[src/rtl/cla_pkg.sv]
// Shared constants for the pipelined carry-lookahead adder family.
package cla_pkg;

  localparam int SLICE_W = 16;

  function automatic int slice_count(input int width);
    return width / SLICE_W;
  endfunction

endpackage

[src/rtl/cla16_stage.sv]
// Combinational 16-bit carry-lookahead slice: four 4-bit CLA blocks and a lookahead carry unit.
module cla16_stage
  import cla_pkg::*;
(
  input  logic [SLICE_W-1:0] a,
  input  logic [SLICE_W-1:0] b,
  input  logic               c_in,
  output logic [SLICE_W-1:0] s,
  output logic               c_out,
  output logic               p,
  output logic               g
);

  logic [SLICE_W-1:0] h;
  logic [SLICE_W-1:0] t;
  logic [SLICE_W-1:0] gb;
  logic [SLICE_W-1:0] c;
  logic [3:0]         pn;
  logic [3:0]         gn;
  logic [4:0]         cn;

  // t (a|b) drives the carry chain so group P reads as "a carry-in would pass";
  // h (a^b) forms the sum bits.
  assign h  = a ^ b;
  assign t  = a | b;
  assign gb = a & b;

  for (genvar j = 0; j < 4; j++) begin : g_nib
    localparam int B = 4 * j;
    assign pn[j]  = &t[B +: 4];
    assign gn[j]  = gb[B+3] | (t[B+3] & gb[B+2]) | (t[B+3] & t[B+2] & gb[B+1])
                  | (t[B+3] & t[B+2] & t[B+1] & gb[B]);
    assign c[B]   = cn[j];
    assign c[B+1] = gb[B] | (t[B] & cn[j]);
    assign c[B+2] = gb[B+1] | (t[B+1] & gb[B]) | (t[B+1] & t[B] & cn[j]);
    assign c[B+3] = gb[B+2] | (t[B+2] & gb[B+1]) | (t[B+2] & t[B+1] & gb[B])
                  | (t[B+2] & t[B+1] & t[B] & cn[j]);
  end

  assign cn[0] = c_in;
  assign cn[1] = gn[0] | (pn[0] & c_in);
  assign cn[2] = gn[1] | (pn[1] & gn[0]) | (pn[1] & pn[0] & c_in);
  assign cn[3] = gn[2] | (pn[2] & gn[1]) | (pn[2] & pn[1] & gn[0])
               | (pn[2] & pn[1] & pn[0] & c_in);

  assign g     = gn[3] | (pn[3] & gn[2]) | (pn[3] & pn[2] & gn[1])
               | (pn[3] & pn[2] & pn[1] & gn[0]);
  assign p     = &pn;
  assign cn[4] = g | (p & c_in);

  assign c_out = cn[4];
  assign s     = h ^ c;

endmodule

[src/rtl/cla_pipe_adder.sv]
// Pipelined CLA adder/subtractor: one 16-bit slice resolved per stage, carry registered between
// stages, single global enable driven by the output handshake.
module cla_pipe_adder
  import cla_pkg::*;
#(
  parameter  int WIDTH  = 32,
  localparam int NSLICE = slice_count(WIDTH)
) (
  input  logic              clk,
  input  logic              rst,
  input  logic              in_valid,
  output logic              in_ready,
  input  logic [WIDTH-1:0]  a,
  input  logic [WIDTH-1:0]  b,
  input  logic              cin,
  input  logic              sub,
  output logic              out_valid,
  input  logic              out_ready,
  output logic [WIDTH-1:0]  s,
  output logic              cout,
  output logic              ovf,
  output logic [NSLICE-1:0] gout,
  output logic [NSLICE-1:0] pout
);

  if ((WIDTH % SLICE_W) != 0 || WIDTH < SLICE_W) begin : g_bad_width
    $error("cla_pipe_adder: WIDTH must be a positive multiple of 16");
  end

  logic                           en;
  logic [WIDTH-1:0]               a_in;
  logic [WIDTH-1:0]               b_in;
  logic                           c_in0;

  logic [NSLICE-1:0]              v_q;
  logic [NSLICE-1:0]              c_q;
  logic [NSLICE-1:0]              ovf_q;
  logic [NSLICE-1:0][WIDTH-1:0]   a_q;
  logic [NSLICE-1:0][WIDTH-1:0]   b_q;
  logic [NSLICE-1:0][WIDTH-1:0]   sum_q;
  logic [NSLICE-1:0][NSLICE-1:0]  g_q;
  logic [NSLICE-1:0][NSLICE-1:0]  p_q;
  logic                           unused_ok;

  assign en       = ~v_q[NSLICE-1] | out_ready;
  assign in_ready = en;

  // Bubbles enter as all-zero operands so idle stages (and the outputs) stay at zero.
  assign a_in  = in_valid ? a : '0;
  assign b_in  = in_valid ? (sub ? ~b : b) : '0;
  assign c_in0 = in_valid & (cin ^ sub);

  for (genvar k = 0; k < NSLICE; k++) begin : g_stage
    localparam int LO = SLICE_W * k;

    logic [WIDTH-1:0]   a_src;
    logic [WIDTH-1:0]   b_src;
    logic [WIDTH-1:0]   sum_src;
    logic [NSLICE-1:0]  g_src;
    logic [NSLICE-1:0]  p_src;
    logic               c_src;
    logic               v_src;
    logic [WIDTH-1:0]   sum_nxt;
    logic [NSLICE-1:0]  g_nxt;
    logic [NSLICE-1:0]  p_nxt;
    logic [SLICE_W-1:0] ss;
    logic               sco;
    logic               sp;
    logic               sg;

    if (k == 0) begin : g_first
      assign a_src   = a_in;
      assign b_src   = b_in;
      assign c_src   = c_in0;
      assign v_src   = in_valid;
      assign sum_src = '0;
      assign g_src   = '0;
      assign p_src   = '0;
    end else begin : g_next
      assign a_src   = a_q[k-1];
      assign b_src   = b_q[k-1];
      assign c_src   = c_q[k-1];
      assign v_src   = v_q[k-1];
      assign sum_src = sum_q[k-1];
      assign g_src   = g_q[k-1];
      assign p_src   = p_q[k-1];
    end

    cla16_stage u_cla (
      .a     (a_src[LO +: SLICE_W]),
      .b     (b_src[LO +: SLICE_W]),
      .c_in  (c_src),
      .s     (ss),
      .c_out (sco),
      .p     (sp),
      .g     (sg)
    );

    always_comb begin
      sum_nxt                = sum_src;
      sum_nxt[LO +: SLICE_W] = ss;
      g_nxt                  = g_src;
      g_nxt[k]               = sg;
      p_nxt                  = p_src;
      p_nxt[k]               = sp;
    end

    always_ff @(posedge clk) begin
      if (rst) begin
        v_q[k]   <= 1'b0;
        c_q[k]   <= 1'b0;
        ovf_q[k] <= 1'b0;
        a_q[k]   <= '0;
        b_q[k]   <= '0;
        sum_q[k] <= '0;
        g_q[k]   <= '0;
        p_q[k]   <= '0;
      end else if (en) begin
        v_q[k]   <= v_src;
        c_q[k]   <= sco;
        // carry into the slice MSB recovered from its sum bit
        ovf_q[k] <= sco ^ (ss[SLICE_W-1] ^ a_src[LO+SLICE_W-1] ^ b_src[LO+SLICE_W-1]);
        a_q[k]   <= a_src;
        b_q[k]   <= b_src;
        sum_q[k] <= sum_nxt;
        g_q[k]   <= g_nxt;
        p_q[k]   <= p_nxt;
      end
    end
  end

  assign out_valid = v_q[NSLICE-1];
  assign s         = sum_q[NSLICE-1];
  assign cout      = c_q[NSLICE-1];
  assign ovf       = ovf_q[NSLICE-1];
  assign gout      = g_q[NSLICE-1];
  assign pout      = p_q[NSLICE-1];

  // Consumed operand slices and lower-stage overflow bits have no further reader.
  assign unused_ok = ^{a_q, b_q, ovf_q};

endmodule
[config.mk]
export PLATFORM = sky130hd
export DESIGN_NAME = cla_pipe_adder
export DESIGN_NICKNAME = d
export VERILOG_FILES = /design/src/rtl/cla_pkg.sv /design/src/rtl/cla16_stage.sv /design/src/rtl/cla_pipe_adder.sv
export SDC_FILE = /design/constraint.sdc
export NUM_CORES = 1
export LEC_CHECK = 0
export CORE_MARGIN = 8
export CORE_UTILIZATION = 55
export CTS_BUF_LIST = sky130_fd_sc_hd__clkbuf_8
export CTS_CLUSTER_SIZE = 12
export DETAILED_ROUTE_END_ITERATION = 8
export PLACE_DENSITY_LB_ADDON = 0.3
export SETUP_SLACK_MARGIN = 0.3
export SLEW_MARGIN = 25
export SYNTH_ARGS = -nofsm -noshare
export SYNTH_HDL_FRONTEND = slang
export SYNTH_SLANG_ARGS = --single-unit
[constraint.sdc]
create_clock -name clk -period 4.8 [get_ports clk]
set_input_delay 0.72 -clock clk [delete_from_list [all_inputs] [get_ports clk]]
set_output_delay 0.72 -clock clk [all_outputs]
set_load 0.02 [all_outputs]
### Word level (Yosys, flattened, before mapping)

Cells that the tools add are included.

| storage, ports and cells | value |
|---|---|
| register bits | 123 |
| input bits | 70 |
| output and inout port bits | 40 |
| word-level logic and storage cells | 276 |

| cells by class | value |
|---|---|
| multiplexer cells | 3 |
| bitwise gates (word level) | 250 |
| reductions and logical operators | 10 |

Operator list:

| cell | number |
|---|---|
| AND 1 bit | 143 |
| two-way mux 32 bit | 3 |
| bitwise OR 1 bit | 93 |
| XOR 16 bit | 4 |
| AND 16 bit | 2 |
| inverter 32 bit | 1 |
| bitwise OR 16 bit | 2 |
| AND reduction 16 bit | 2 |
| AND reduction 4 bit | 8 |
| XOR 1 bit | 4 |
| inverter 1 bit | 1 |

### Longest topological paths before layout

| logic depth | value |
|---|---|
| depth after elaboration | 15 |
| depth in mapped cells | 15 |
| mapped depth without buffers | 13 |

### Cells and area by module

From an unflattened synthesis, not the netlist that was laid out.

| second synthesis, totals | value |
|---|---|
| cell total of the unflattened synthesis | 820 |
| area, all modules | 6511.2 sq um |

Modules (own cells, without submodules):

| module | times used | cells an instance | area each (sq um) | sequential area each (sq um) |
|---|---|---|---|---|
| cla_pipe_adder | 1 | 474 | 3981.3 | 1821.7 |
| cla16_stage | 2 | 173 | 1265.0 | 0.0 |

### Worst setup path after synthesis

OpenSTA, ideal clock, no wires.

| path | value |
|---|---|
| kind | input-to-reg |
| start point | in sub |
| end point | reg sum_q, in the netlist g_stage[1].sum_src[13] |
| library setup time | 70 ps |
| arrival time | 3608 ps |
| required time | 4730 ps |
| slack | 1122 ps |
| cell stages on the path | 14 |
| buffers on the path | 2 |
| cell sequence | buf_6 -> clkbuf_1 -> xor2_1 -> nand2_1 -> ha_1 -> or4_1 -> nand3b_1 -> nor2_1 -> nor4_4 -> o21a_1 -> fa_1 -> xnor2_1 -> nand2_1 -> a21oi_1 |

| between the ends | value |
|---|---|
| longest elaborated chain between the ends | 14 |
| elaborated cells between the ends (all ways) | 45 |
| classes of those cells | mux (2); bitwise (40); reduce/logical (3) |

RTL lines:

| element | line | RTL |
|---|---|---|
| from (decl) | cla_pipe_adder.sv:16 | `input logic sub,` |
| two-way mux 32 bit (2 in series) | cla_pipe_adder.sv:50 | `assign b_in = in_valid ? (sub ? ~b : b) : '0;` |
| bitwise OR 16 bit / AND 16 bit (equally long branches) | cla16_stage.sv:25, cla16_stage.sv:26 |  |
| AND 1 bit (on tied branches) | cla16_stage.sv:31, cla16_stage.sv:32 |  |
| bitwise OR 1 bit, or another cell as far along | cla16_stage.sv:31 | `assign gn[j] = gb[B+3] \| (t[B+3] & gb[B+2]) \| (t[B+3] & t[B+2] & gb[B+1])` |
| bitwise OR 1 bit / AND 1 bit (equally long branches) | cla16_stage.sv:31, cla16_stage.sv:32 |  |
| bitwise OR 1 bit | cla16_stage.sv:32 | `\| (t[B+3] & t[B+2] & t[B+1] & gb[B]);` |
| AND 1 bit | cla16_stage.sv:43 | `assign cn[3] = gn[2] \| (pn[2] & gn[1]) \| (pn[2] & pn[1] & gn[0])` |
| bitwise OR 1 bit (2 in series) | cla16_stage.sv:43 |  |
| bitwise OR 1 bit | cla16_stage.sv:44 | `\| (pn[2] & pn[1] & pn[0] & c_in);` |
| AND 1 bit | cla16_stage.sv:34 | `assign c[B+1] = gb[B] \| (t[B] & cn[j]);` |
| bitwise OR 1 bit | cla16_stage.sv:34 |  |
| XOR 16 bit (*) | cla16_stage.sv:52 | `assign s = h ^ c;` |
| to (signal, indexed assignment) | cla_pipe_adder.sv:125 | `sum_q[k] <= sum_nxt;` |
| to (decl) | cla_pipe_adder.sv:40 | `logic [NSLICE-1:0][WIDTH-1:0] sum_q;` |

Mark *: on every way between the ends. The rest lies on a longest branch, timed or not.
A chain may end at the register's enable or synchronous reset.

### Final worst setup path

| path | value |
|---|---|
| start point | in in_valid |
| end point | reg sum_q, in the netlist g_stage[1].sum_src[13] |

| between the ends | value |
|---|---|
| longest elaborated chain between the ends | 13 |
| elaborated cells between the ends (all ways) | 44 |
| classes of those cells | mux (2); bitwise (39); reduce/logical (3) |

RTL lines:

| element | line | RTL |
|---|---|---|
| from (decl) | cla_pipe_adder.sv:11 | `input logic in_valid,` |
| two-way mux 32 bit (on tied branches) | cla_pipe_adder.sv:49, cla_pipe_adder.sv:50 |  |
| bitwise OR 16 bit / AND 16 bit (equally long branches) | cla16_stage.sv:25, cla16_stage.sv:26 |  |
| AND 1 bit (on tied branches) | cla16_stage.sv:31, cla16_stage.sv:32 |  |
| bitwise OR 1 bit, or another cell as far along | cla16_stage.sv:31 |  |
| bitwise OR 1 bit / AND 1 bit (equally long branches) | cla16_stage.sv:31, cla16_stage.sv:32 |  |
| bitwise OR 1 bit | cla16_stage.sv:32 |  |
| AND 1 bit | cla16_stage.sv:43 |  |
| bitwise OR 1 bit (2 in series) | cla16_stage.sv:43 |  |
| bitwise OR 1 bit | cla16_stage.sv:44 |  |
| AND 1 bit | cla16_stage.sv:34 |  |
| bitwise OR 1 bit | cla16_stage.sv:34 |  |
| XOR 16 bit (*) | cla16_stage.sv:52 |  |

Marked as above.

==> qor.csv <==
metric,value,unit
synth-seq-cells,91,
crit_arrival,3.92,ns
synth_top_flop_cell,dfxtp_1,
synth_area_leaders,"dfxtp_1, ha_1, nand2_1",
clk_pin_slew,0.09,ns
std_cell_rows,37,
ant_nets,0,
ys_warn_count,0,
synthSimpleGateAreaFrac,20.0,%
hpwl,11500,um
cts_tree,done,
synth.top_cell.area_share,31.1,%
h-tree-depth,3,
grt_first_pass_wirelength,24700,um
finalCriticalPeriod,3.63,ns
hold_class,register to register,
syn-num-nets,868,
setup_viol,0,
cp-start-kind,input port,
grt_max_degree,88,
dp.cells,936,
netlist_instances,726,
drive_above_1_share,4.90,%
worstPathMaxFanout,10,
fmax,0.276,GHz
crit_chain,clkdlybuf4s50_1 -> and2_1 -> inv_1 -> ha_1 -> or4_1 -> nand3b_1 -> nor2_1 -> nor4_4 -> o21a_1 -> fa_1 -> xnor2_1 -> nand2_1 -> a21oi_1,
synth_top_family_by_area,simple AND/OR/NAND/NOR gates,
track_usage,21.0,%
clkPwrFrac,29.8,%
synth.avg_cell_area,8.06,sq um
dr.pass1.iters,5,
clockRootBuffer,clkbuf_8,
power.density,257,nW/um^2
comb_power_share,24.3,%
die_height,119,um
p_int,1.28,mW
cpMaxStageDelayCell,clkdlybuf4s50_1,
num-fill-cells,866,
layout.nets,953,
drt-total-wl,15000,um
mostFrequentLayoutCells,"clkdlybuf4s50_1, nand2_1, dfxtp_1",
synth_area,5850,sq um
io_pins,110,
numPortBuffers,109,
core,10300,sq um
n_antenna_cell,0,
grt_antenna_before_repair,0,
drt-wirelength-per-cell,15.8,um
start_util,56.7,%
vias_per_cell,5.43,
fin_setup_tns,0,ns
grt_remaining_overflow,0,
yosysSeqAreaShare,31.1,%
finalCritPeriodShare,75.6,%
route.detailed.drc,0,
clockBufferDepth,2,
critPathTopFamily,simple AND/OR/NAND/NOR gates,
dr_total_vias,5168,
slew_headroom,39.8,%
cts-resized-gates,0,
synth_compound_area_share,16.3,%
grt_setup_unrepaired,false,
cp-end-kind,register,
clk_latency,0.37,ns
tightest_slew,0.903,ns
critPathBufInv,2,
async_flop_share,0,%
cts.sink_count,91,
outcome,completed,
seqPwrFrac,45.9,%
final_hold_viol_count,0,
fin_hold_ws,0.455,ns
final_common_cell,clkdlybuf4s50_1,
drt_iter0_drc,339,
dieArea,14200,sq um
yosys-mux-area-fraction,0.599,%
syn_to_final_growth,23.1,%
synth-adder-area-share,16.4,%
grt_pass1_vias,5235,
p_leak,3.05,nW
dieWidth,119,um
synth_edf_count,0,
cap_violations,0,
final_cells,952,
p_sw_share,30.6,%
worstPathRequired,5.09,ns
yosys.area.top_type,dfxtp_1,
gp_congestion,0.926,
yosys.area_share.xor_xnor,7.63,%
cts_hold_buf,0,
cts_inserted_buffers,9,
final_max_slew_viol_count,0,
ys_types,57,
p_switching,0.565,mW
max_stage_delay,0.63,ns
post_cts_buffers,0,
vdd_drop_max,150,uV
path_class,input port to register,
skew,0.0160,ns
cells by family after synthesis:
| kind of cell | count (synthesis) |
|---|---|
| adders and majority gates | 72 |
| AOI/OAI and AO/OA | 145 |
| xor gates and xnor gates | 51 |
| muxes | 3 |
| and+or+nand+nor | 243 |
| buffers and inverters | 121 |
| DFF | 91 |
worst paths after layout:
check	startpoint	depth (start not counted)	slack [ns]	to
hold reg to reg	s[24]$_SDFFE_PP0P_	2	0.45	s[24]$_SDFFE_PP0P_
setup reg to reg	g_stage[1].a_src[19]$_SDFFE_PP0P_	10	2.10	s[28]$_SDFFE_PP0P_
hold / removal	s[24]$_SDFFE_PP0P_	2	0.45	s[24]$_SDFFE_PP0P_
setup / recovery	in_valid	13	1.17	g_stage[1].sum_src[13]$_SDFFE_PP0P_
power groups by stage:
| stage | Clock, mW | Sequential (mW) | Combinational [mW] |
|---|---|---|---|
| 2_1_floorplan | 0 | 0.880 | 0.251 |
| 6_report | 0.551 | 0.847 | 0.449 |
| 3_3_place_gp | 0 | 0.862 | 0.431 |
| 5_1_grt | 0.591 | 0.854 | 0.492 |
| 4_1_cts | 0.560 | 0.847 | 0.449 |
| 3_5_place_dp | 0 | 0.864 | 0.447 |
cells in the mapped netlist (6+ instances only):
master	number
nand2_1	101
dfxtp_1	91
inv_1	79
a21oi_1	65
ha_1	64
nor2_1	51
xor2_1	36
clkbuf_1	34
nand3_1	23
a211oi_1	17
a22oi_1	16
and2_1	16
xnor2_1	15
o21ai_0	13
fa_1	8
nor2b_1	8
nor3_1	8
nor4_1	8
o21bai_1	7
buf_1	6
layer usage:
metal  track usage, %  wire [um]
met5                0          0
met4             6.64        226
met3             4.96        914
met2             35.3       7090
met1             25.9       6790
stage by stage:
stage,util (%),cell area (sq um),total power [mW],setup WS (ns)
after floorplan,-,5850,1.13,1.12
after global placement,67.7,6990,1.29,0.926
after detailed placement,67.7,6990,1.31,0.810
after CTS,69.7,7200,1.86,1.19
after global routing,69.7,7200,1.94,0.963
final,69.7,7200,1.85,1.17
flip-flops by register name (all words and copies together) (netlist names), 2 cells and up:
| register | flops |
|---|---|
| g_stage.a_src | 16 |
| g_stage.sum_src | 16 |
| g_stage.b_src | 16 |
| pout | 2 |
| gout | 2 |
| s | 32 |
worst register-to-register path, cell delays in order, from the launching register on:
cell and delay (ns):
dfxtp_1 0.37, inv_1 0.05, ha_1 0.24, nor4_2 0.40, nand2_1 0.17, a31oi_2 0.35, o21ai_0 0.19, nand3_1 0.16
fa_1 0.47, nand2_1 0.09, a21oi_1 0.07
layout make-up:
type	instances	area (sq um)	area share, %
multi-input cells	514	3570	49.6
flip-flops and latches	91	1820	25.3
repair buffers	115	1130	15.6
inverters	80	300	4.17
well taps	136	170	2.36
clock buffers	10	138	1.91
clock inverters	6	70.1	0.973
No activity file was read; power rests on OpenSTA's default activity.
